==> src/rtl/pipeline_nbit_adder.sv <==
// rtl/pipeline_nbit_adder.sv - STAGES-deep carry-pipelined adder/subtractor with valid/ready flow control.
// Optional signed-overflow output ovf is enabled by defining PIPE_ADDER_OVERFLOW_EN.
module pipeline_nbit_adder #(
  parameter int WIDTH  = 16,
  parameter int STAGES = 4
) (
  input  logic             enable,
  input  logic             rst,
  input  logic             in_valid,
  output logic             in_ready,
  input  logic [WIDTH-1:0] a,
  input  logic [WIDTH-1:0] b,
  input  logic             cin,
  input  logic             sub,
  output logic             out_valid,
  input  logic             out_ready,
  output logic [WIDTH-1:0] sum,
  output logic             cout
`ifdef PIPE_ADDER_OVERFLOW_EN
  ,
  output logic             ovf
`endif
);

  localparam int S    = WIDTH / STAGES;
  localparam int LAST = STAGES - 1;

  logic                             advance;
  logic [WIDTH-1:0]                 b_eff;
  logic                             c_first;
  logic [S:0]                       res;

  // Per-stage registers: operands travel whole so upper slices stay available downstream.
  logic [STAGES-1:0][WIDTH-1:0]     a_q, b_q, s_q;
  logic [STAGES-1:0]                c_q, v_q;

  logic [STAGES-1:0][WIDTH-1:0]     a_src, b_src, s_src, s_d;
  logic [STAGES-1:0]                c_src, v_src, c_d;
  logic                             unused_bits;

  // Subtract is folded into the operand at acceptance, so sub never travels down the pipe.
  assign b_eff   = sub ? ~b : b;
  assign c_first = sub | cin;

  generate
    if (STAGES == 1) begin : g_single
      assign a_src = a;
      assign b_src = b_eff;
      assign s_src = '0;
      assign c_src = c_first;
      assign v_src = in_valid;
    end else begin : g_multi
      assign a_src = {a_q[STAGES-2:0], a};
      assign b_src = {b_q[STAGES-2:0], b_eff};
      assign s_src = {s_q[STAGES-2:0], {WIDTH{1'b0}}};
      assign c_src = {c_q[STAGES-2:0], c_first};
      assign v_src = {v_q[STAGES-2:0], in_valid};
    end
  endgenerate

  always_comb begin
    s_d = s_src;
    c_d = '0;
    res = '0;
    for (int k = 0; k < STAGES; k++) begin
      res = {1'b0, a_src[k][k*S +: S]} + {1'b0, b_src[k][k*S +: S]} + {{S{1'b0}}, c_src[k]};
      s_d[k][k*S +: S] = res[S-1:0];
      c_d[k]           = res[S];
    end
  end

  assign out_valid = v_q[LAST];
  assign advance   = ~out_valid | out_ready;
  assign in_ready  = advance;
  assign sum       = s_q[LAST];
  assign cout      = c_q[LAST];

  always_ff @(posedge enable or negedge rst) begin
    if (!rst) begin
      a_q <= '0;
      b_q <= '0;
      s_q <= '0;
      c_q <= '0;
      v_q <= '0;
    end else if (advance) begin
      a_q <= a_src;
      b_q <= b_src;
      s_q <= s_d;
      c_q <= c_d;
      v_q <= v_src;
    end
  end

  // The last stage's operand copy is never read; it exists only to keep the arrays uniform.
  assign unused_bits = ^{a_q[LAST], b_q[LAST]};

`ifdef PIPE_ADDER_OVERFLOW_EN
  logic ovf_d;
  logic ovf_q;

  // Like-signed operands producing an opposite-signed result is a signed overflow.
  assign ovf_d = (a_src[LAST][WIDTH-1] == b_src[LAST][WIDTH-1]) &&
                 (s_d[LAST][WIDTH-1] != a_src[LAST][WIDTH-1]);

  always_ff @(posedge enable or negedge rst) begin
    if (!rst) begin
      ovf_q <= 1'b0;
    end else if (advance) begin
      ovf_q <= ovf_d;
    end
  end

  assign ovf = ovf_q;
`endif

endmodule

==> config.mk <==
export PLATFORM = sky130hd
export DESIGN_NAME = pipeline_nbit_adder
export DESIGN_NICKNAME = d
export VERILOG_FILES = /design/src/rtl/pipeline_nbit_adder.sv
export SDC_FILE = /design/constraint.sdc
export NUM_CORES = 1
export LEC_CHECK = 0
export CORE_ASPECT_RATIO = 1.75
export CORE_MARGIN = 5
export CORE_UTILIZATION = 57
export DETAILED_ROUTE_END_ITERATION = 7
export PLACE_DENSITY = 0.89
export SYNTH_ARGS = -nofsm -noshare
export SYNTH_HDL_FRONTEND = slang
export SYNTH_SLANG_ARGS = --single-unit
export TNS_END_PERCENT = 20
==> constraint.sdc <==
create_clock -name enable -period 2.67 [get_ports enable]
set_input_delay 0.267 -clock enable [delete_from_list [all_inputs] [get_ports enable]]
set_output_delay 0.267 -clock enable [all_outputs]
set_load 0.1 [all_outputs]
==> impl_metrics.yaml, run 1 <==
timing:
  setup_viol: 0
  fmax_mhz: 451.6
  tightest_slew_ns: 0.6623
  worst_slack_ns: 0.4556
  finalClockSkew_ns: 0.003188
  fin_crit_ns: 2.214
  finalMaxSlewViolations: 0
  hold_viol: 0
  rsz0062_at_grt: "no"
  slew_headroom: 0.5584
  finalCritPeriodShare: 0.8294
  fin_setup_tns_ns: 0
setup_path:
  crit_required_ns: 2.87
  r2r_slack_ns: 0.81
  r2r_cells: 5
  path_class: "in -> reg"
  critical_path.slowest_cell: "clkdlybuf4s50_1"
  r2r_start: "a_q[44]"
  cp-start-kind: "primary input"
  cp_top_family: "adder cells"
  worst-path-buf-inv: 1
  arrival_ns: 2.42
  reg2reg_to: "c_q[3]"
  path_cells: "clkdlybuf4s50_1 > or2_2 > fa_1 > fa_1 > a21o_1 > a21oi_1 > a21oi_1"
  slowest_delay_ns: 0.55
  crit_fanout: 5
  end_kind: "flop"
die:
  die_w_um: 75.09
  rows: 41
  die_y_um: 123.9
  initial_core_util: 0.5842
  io_pins: 57
  dieArea_um2: 9303
  core_area_um2: 7233
placement:
  pre_cts_slack_ns: 0.1107
  hpwlAfterDp_mm: 5.311
  gp_congestion: 0.7680
  dp_cells: 571
  io_buffers: 56
route:
  viasPerCell: 5.108
  dr_total_vias: 2988
  drt-total-wl_mm: 8.032
  avgRoutedWirePerCell_um: 13.73
  drc: 0
  drtAntennaViolNets: 0
  first_pass_iters: 4
  initialDrtViolationCount: 267
cells_and_area:
  fillers: 513
  final_cells: 585
  drive_gt1_frac: 0.07816
  multiInputGateArea_um2: 1649
  final_nets: 555
  areaGrowthSynthToFinish_pct: 19.99
  fin_util: 0.7009
  num_antenna_cells: 0
  final_cell_mix: "nand2_1 (219), dfrtp_1 (96), clkdlybuf4s50_1 (36)"
  final_common_cell: "nand2_1"
  regArea_um2: 2402
global_routing:
  grt_max_degree: 103
  grt_overflow: 0
  antenna_found_initial: 0
  grt_pass1_vias: 3059
  grt_pass1_wl_mm: 13.83
  grt.total_usage: 0.1985
clock_tree:
  cts-root-buf: "clkbuf_16"
  htree_num_levels: 3
  cts_tree: "built"
  clk_latency_ns: 0.33
  cts_sinks: 96
  cts_buffer_depth: 2
  cts_buffers: 9
  post_cts_buffers: 0
  path_clk_slew_ns: 0.06
min_path:
  hp-start: "v_q[2]"
  worst_hold_path.endpoint: "v_q[3]"
  holdCritPathClass: "reg -> reg"
  holdPathStages: 1
power:
  ir_worst_vdd_mv: 0.8416
  p_leak_nw: 2.572
  power_density_nw_per_um2: 1322
  total_power_w: 0.006704
yosys:
  syn_inst: 446
  yosysWarningCount: 0
  ys_seq_elements: 96
  syn_area_um2: 4225
  synth_seq_area_share: 0.5686
  syn_nets: 504
  synth.avg_cell_area_um2: 9.474
  netlist-cell-type-count: 21
flow_run:
  timing.max_cap.violations: 0
status:
  outcome: "finished clean"
[worst max path at each step]
stage                     depth (start not counted)  startpoint  slack, ns      to
after floorplan                                   8         sub       0.54  c_q[0]
after global placement                            7         sub       0.18  c_q[0]
after detailed placement                          7         sub       0.11  c_q[0]
after CTS                                         7         sub       0.47  c_q[0]
after global routing                              7         sub       0.38  c_q[0]
final                                             7         sub       0.46  c_q[0]
[registers in the layout, summed over array words and instances (netlist names)]
| register | flops |
|---|---|
| a_q | 24 |
| b_q | 24 |
| s_d | 24 |
| sum | 16 |
| c_q | 4 |
| v_q | 4 |
[logic make-up after synthesis]
kind of cell	count (synthesis)	share of synthesized area
adder cells (fa/ha/maj)	20	0.07344
flip-flops	96	0.5686
AO/OA/AOI/OAI	43	0.05449
buffers and inverters	29	0.04116
XOR/XNOR	24	0.04975
AND/OR/NAND/NOR	234	0.2126
[stage by stage]
stage	hold WS, ns	cell area, um^2
finish	0.4578	5070
global placement	0.3346	4783
global route	0.4707	5070
floorplan	-0.02859	4225
detailed placement	0.3441	4783
CTS	0.4589	5070
[final cells by class]
cell class              instances  area share
repair buffers                 62      0.1199
clock inverters                 1    0.005923
inverters                       7    0.005183
clock buffers                  12     0.04862
flip-flops and latches         96      0.4738
well taps                      86     0.02122
multi-input cells             321      0.3253
[layer usage]
layer / track usage / share of wire / vias to the layer above / wire length [um]
met5: 0 / 0 / - / 0
met4: 0.08797 / 0.029 / 0 / 232
met3: 0.04281 / 0.036 / 19 / 291
met2: 0.3352 / 0.54 / 61 / 4353
met1: 0.2390 / 0.39 / 1428 / 3155
li1: - / - / 1480 / -
[repair_timing]
| item | CTS | global route |
|---|---|---|
| hold endpoints to repair | 52 | 0 |
| setup endpoints to repair | 0 | 0 |
| resized for setup | 0 | 0 |
| hold buffers | 1 | 0 |
[cell usage after synthesis, drive strengths merged]
cell type,count,area (um^2)
nand2,219,822.0
dfrtp,96,2402
o21ai,23,115.1
buf,21,143.9
a21oi,14,70.07
xnor2,13,113.9
ha,12,150.1
xor2,11,96.34
nor2,10,37.54
fa,8,160.2
inv,7,26.27
a21o,6,45.04
nor2b,3,26.27
clkbuf,1,3.750
nand2b,1,6.260
or2,1,6.260
[report_power, final]
group          switching [W]  leakage [nW]  internal [W]  total (W)
clock network       0.000483         0.135      0.000736    0.00122
logic                0.00209          1.28      0.000915    0.00300
registers           0.000378          1.16       0.00211    0.00248
total                0.00295          2.57       0.00376    0.00670
Note: power is estimated with default switching activity, not from simulation.
==> inputs of run 2 (changes only) <==
- CORE_UTILIZATION: 57 -> 49
- PLACE_DENSITY: 0.89 -> 0.82
- clock period: 2.67 -> 1.8 ns (I/O delays scaled with it)
==> run 2 against run 1 <==
Net effect: global-route usage is 3.7 points lower; worst setup slack worse by 0.39 ns; sequential share of layout area decreased by 0.93 points; register-to-register slack lost 0.75 ns; clock skew rose by 0.00099 ns; critical path depth fell by 2; first-iteration DRC count decreased by 21%; via count fell by 0.30%; largest cell class unchanged; highest routed layer unchanged.
==> impl_metrics.yaml, run 2 (same netlist as run 1, synthesis figures left out) <==
cells_and_area:
  fillers: 742
  final_common_cell: "nand2_1"
  design_area_um2: 5174
  drive_gt1_frac: 0.09881
  final_cell_mix: "nand2_1 (219), dfrtp_1 (95), clkdlybuf4s50_1 (34)"
  num_antenna_cells: 0
  final_cells: 623
  areaGrowthSynthToFinish_pct: 22.45
  final_nets: 560
power:
  combPwrFrac: 0.452
  total_power_w: 0.009839
  switching_power_w: 0.004291
  seqPwrFrac: 0.373
  ir_worst_vdd_mv: 0.8881
  power_density_nw_per_um2: 1902
  p_leak_nw: 2.608
  swShare: 0.4361
  internal_power_w: 0.005548
  pwr-share-clk: 0.175
setup_path:
  crit_required_ns: 2.02
  crit_fanout: 2
  r2r_slack_ns: 0.06
  slowest_delay_ns: 0.41
  critical_path.slowest_cell: "fa_2"
  reg2reg_to: "c_q[3]"
  end_kind: "flop"
  arrival_ns: 1.96
  path_class: "reg -> reg"
  path_cells: "fa_2 > fa_1 > a21o_1 > a21oi_2 > a21oi_1"
  r2r_cells: 5
  crit_path_start: "c_q[2]"
  endpoint: "c_q[3]"
  cp-start-kind: "flop"
  r2r_start: "c_q[2]"
timing:
  finalMaxSlewViolations: 0
  finalClockSkew_ns: 0.004173
  tightest_slew_ns: 0.4941
  fin_crit_ns: 1.739
  hold_viol: 0
  fin_setup_tns_ns: 0
  finalHoldWorstSlack_ns: 0.3728
  finalCritPeriodShare: 0.9659
  slew_headroom: 0.6706
  fmax_mhz: 575.2
  setup_viol: 0
route:
  drt-total-wl_mm: 7.647
  drc: 0
  first_pass_iters: 4
  drtAntennaViolNets: 0
  dr_total_vias: 2979
  avgRoutedWirePerCell_um: 12.27
  viasPerCell: 4.782
  initialDrtViolationCount: 210
global_routing:
  grt_max_degree: 97
  antenna_found_initial: 0
  grt_pass1_wl_mm: 13.39
  grt_overflow: 0
  grt.total_usage: 0.1615
  grt_pass1_vias: 3037
placement:
  dp_cells: 607
  hpwlAfterDp_mm: 5.321
  io_buffers: 56
  placed_cell_area_um2: 4878
  gp_congestion: 0.7325
die:
  die_w_um: 80.20
  core_area_um2: 8558
  die_y_um: 132.8
  io_pins: 57
  dieArea_um2: 10650
  rows: 45
  initial_core_util: 0.4937
clock_tree:
  post_cts_buffers: 0
  cts_buffer_depth: 2
  clk_latency_ns: 0.33
  cts_tree: "built"
  path_clk_slew_ns: 0.06
  cts-root-buf: "clkbuf_16"
  cts_sinks: 96
  htree_num_levels: 3
  cts_buffers: 9
min_path:
  holdCritPathClass: "in -> reg"
status:
  outcome: "finished clean"
flow_run:
  timing.max_cap.violations: 0
## run 2: stage by stage
step                      utilization  setup WS [ns]
after floorplan                     -        -0.1394
after global placement         0.5700        -0.3861
after detailed placement       0.5700        -0.5036
after CTS                      0.6031        0.04981
after global routing           0.6045       -0.01149
final                          0.6045        0.06143
## run 2: worst min-delay path by stage
stage                     start      end  depth (start not counted)
after floorplan             rst  a_q[10]                          0
after global placement      rst  a_q[13]                          2
after detailed placement    rst  a_q[13]                          2
after CTS                 a[13]  a_q[13]                          3
after global routing      a[12]  a_q[12]                          3
final                     a[13]  a_q[13]                          3
## run 2: power by group through the flow
stage	sequential (W)	clock (W)	combinational (W)
floorplan	0.00502	0	0.00203
global placement	0.00364	0	0.00428
detailed placement	0.00371	0	0.00445
CTS	0.00368	0.00177	0.00448
global route	0.00380	0.00186	0.00491
finish	0.00367	0.00172	0.00445
## run 2: layout make-up
type	count	area, um^2	area share
clock buffer	15	267.8	0.05175
inverter	7	26.28	0.005079
multi-input combinational	321	1667	0.3221
sequential	96	2404	0.4646
tap	117	146.4	0.02829
timing repair buffer	67	663.1	0.1282
## run 2: repair_timing
item	CTS	global route
hold buffers	1	0
gates resized for setup	3	4
endpoints found under the setup margin	3	2
hold endpoints to repair	96	0
pin swaps	0	7
## run 2: worst max-delay path: cells and delay by family, from the launching register on
| family | cells | cell delay, ns |
|---|---|---|
| fa+ha+maj | 2 | 0.81 |
| flops | 1 | 0.40 |
| compound gates | 3 | 0.40 |
## run 2: layer usage
| layer | wire (um) | part of all wire | GRT usage |
|---|---|---|---|
| met3 | 298 | 0.039 | 0.03678 |
| met2 | 3963 | 0.52 | 0.2606 |
| met4 | 262 | 0.034 | 0.09680 |
| met5 | 0 | 0 | 0 |
| met1 | 3122 | 0.41 | 0.1931 |
==> inputs of run 3 (changes only) <==
- ABC_AREA: unset -> 1
- HOLD_SLACK_MARGIN: unset -> 0.1
==> run 3 against run 2 <==
Net effect: die area rose by 1.5%; register-to-register slack improved by 0.03 ns; worst hold slack worse by 0.022 ns; final cell count is 3.5% higher; utilization is 0.69 points higher; combinational power is 4% higher; maximum frequency shrank 1.9%; power increased by 2.2%; worst setup slack worse by 0.034 ns; sequential share of layout area fell by 0.83 points; synthesized cell count up 4.5%; critical endpoint is now s_d[18].
==> impl_metrics.yaml, run 3 <==
status:
  outcome: "finished clean"
setup_path:
  critical_path.slowest_cell: "clkdlybuf4s50_1"
  cp-start-kind: "primary input"
  crit_fanout: 2
  worst-path-buf-inv: 2
  slowest_delay_ns: 0.40
  critPathMostFrequentCell: "fa_2"
  cp_top_family: "adder cells"
  end_kind: "flop"
  crit_required_ns: 2.05
  arrival_ns: 2.02
  path_cells: "clkdlybuf4s50_1 > or2_2 > fa_2 > fa_2 > nand2_1 > inv_1 > o31ai_2"
  path_class: "in -> reg"
clock_tree:
  cts_buffer_depth: 2
  cts-root-buf: "clkbuf_16"
  cts_sinks: 96
  cts_buffers: 9
  clk_latency_ns: 0.35
  cts_tree: "built"
  path_clk_slew_ns: 0.07
  htree_num_levels: 3
yosys:
  yosys.area.top_type: "dfrtp_1"
  synth_seq_area_share: 0.5593
  synth_ff_type: "dfrtp_1"
  synth-edff-count: 0
  synthArstFlopShare: 1.000
  ys_seq_elements: 96
  ys_top_cells_by_count: "nand2_1 (183), dfrtp_1 (96), o21ai_0 (54), inv_1 (36), nor2_1 (13)"
  yosysWarningCount: 0
  syn_nets: 524
  synth.most_common_cell: "nand2_1"
  synth.avg_cell_area_um2: 9.218
  synth_area_leaders: "dfrtp_1 (56%), nand2_1 (16%), o21ai_0 (6.3%)"
  syn_area_um2: 4295
  synth.top_cell.area_share: 0.5593
  netlist-cell-type-count: 22
  syn_inst: 466
die:
  rows: 45
  die_w_um: 80.78
  dieArea_um2: 10810
  initial_core_util: 0.4986
  core_area_um2: 8615
  io_pins: 57
  die_y_um: 133.9
global_routing:
  antenna_found_initial: 0
  grtUsageMet1: 0.2016
  use_met3: 0.03427
  met2_usage: 0.2920
  grt_pass1_vias: 3165
  grt.total_usage: 0.1754
  grt_max_degree: 65
  grt_overflow: 0
  grt_pass1_wl_mm: 14.50
  grt.busiest_layer: "met2"
power:
  ir_worst_vdd_mv: 0.7837
  total_power_w: 0.01005
  pwr-share-clk: 0.176
  internal_power_w: 0.005522
  swShare: 0.4505
  power_density_nw_per_um2: 1908
  combPwrFrac: 0.461
  p_leak_nw: 2.608
  switching_power_w: 0.004528
  seqPwrFrac: 0.363
timing:
  fin_crit_ns: 1.773
  tightest_slew_ns: 0.5243
  fmax_mhz: 564.0
  finalClockSkew_ns: 0.008340
  worst_slack_ns: 0.02697
  finalCritPeriodShare: 0.9850
  finalHoldWorstSlack_ns: 0.3513
  slew_headroom: 0.6505
  setup_viol: 0
  finalMaxSlewViolations: 0
  hold_viol: 0
route:
  initialDrtViolationCount: 220
  avgRoutedWirePerCell_um: 13.52
  first_pass_iters: 5
  viasPerCell: 4.926
  dr_total_vias: 3177
  drt-total-wl_mm: 8.721
  drtAntennaViolNets: 0
  drc: 0
cells_and_area:
  num_antenna_cells: 0
  drive_gt1_frac: 0.1174
  final_common_cell: "nand2_1"
  areaGrowthSynthToFinish_pct: 22.63
  final_cell_mix: "nand2_1 (183), dfrtp_1 (95), o21ai_0 (52)"
  final_nets: 581
  fillers: 694
  final_cells: 645
  fin_util: 0.6115
placement:
  pre_cts_slack_ns: -0.6062
  io_buffers: 56
  hpwlAfterDp_mm: 5.752
  dp_cells: 627
  gp_congestion: 0.8267
flow_run:
  timing.max_cap.violations: 0
min_path:
  holdCritPathClass: "in -> async"
[run 3: logic make-up (layout without fill, tap and decap cells)]
| kind of cell | after synthesis | in the layout | synth area share |
|---|---|---|---|
| AO/OA/AOI/OAI | 61 | 61 | 0.07224 |
| XOR/XNOR | 16 | 16 | 0.03262 |
| adder cells (fa/ha/maj) | 20 | 20 | 0.07224 |
| buffers and inverters | 59 | 121 | 0.06845 |
| flip-flops | 96 | 96 | 0.5593 |
| AND/OR/NAND/NOR | 214 | 214 | 0.1952 |
[run 3: area by class of cell]
cell class                 count  area, um^2  share of cell area
sequential                    96        2404              0.4563
clock inverter                 4       20.02            0.003800
inverter                      37       138.9             0.02637
multi-input combinational    311        1625              0.3086
timing repair buffer          68       676.9              0.1285
clock buffer                  12       256.5             0.04869
tap                          117       146.4             0.02779
[run 3: final timing paths]
check,start,endpoint,slack [ns],depth (start not counted)
max in group asynchronous,rst,a_q[8],0.91,3
min in group enable,a[12],a_q[12],0.36,3
worst max register to register,b_q[24],c_q[2],0.09,7
worst max-delay path,cin,s_d[18],0.03,7
worst min register to register,v_q[2],v_q[3],0.47,1
worst min-delay path,rst,a_q[7],0.35,2
[run 3: stage by stage]
stage	cell area (um^2)	TNS, ns
finish	5268	0
global placement	4951	-1.575
CTS	5239	0
global route	5268	-0.04276
detailed placement	4951	-1.901
floorplan	4299	-0.1422
[run 3: per-layer routing]
| metal | vias up | share of wire |
|---|---|---|
| met1 | 1490 | 0.38 |
| met3 | 27 | 0.045 |
| met4 | 0 | 0.046 |
| met2 | 95 | 0.53 |
| li1 | 1565 | - |
| met5 | - | 0 |
[run 3: repair_timing]
item / 4_1_cts / 5_1_grt
pin swaps: 0 / 1
setup buffers: 0 / 1
hold buffers: 1 / 0
setup endpoints to repair: 4 / 6
endpoints found under the hold margin: 36 / 0
gates resized for setup: 3 / 8
[run 3: power by group through the flow]
stage	Sequential (W)	Clock, W	Combinational (W)
floorplan	0.00499	0	0.00205
global placement	0.00363	0	0.00432
detailed placement	0.00366	0	0.00451
CTS	0.00365	0.00179	0.00460
global route	0.00376	0.00187	0.00510
finish	0.00365	0.00177	0.00463
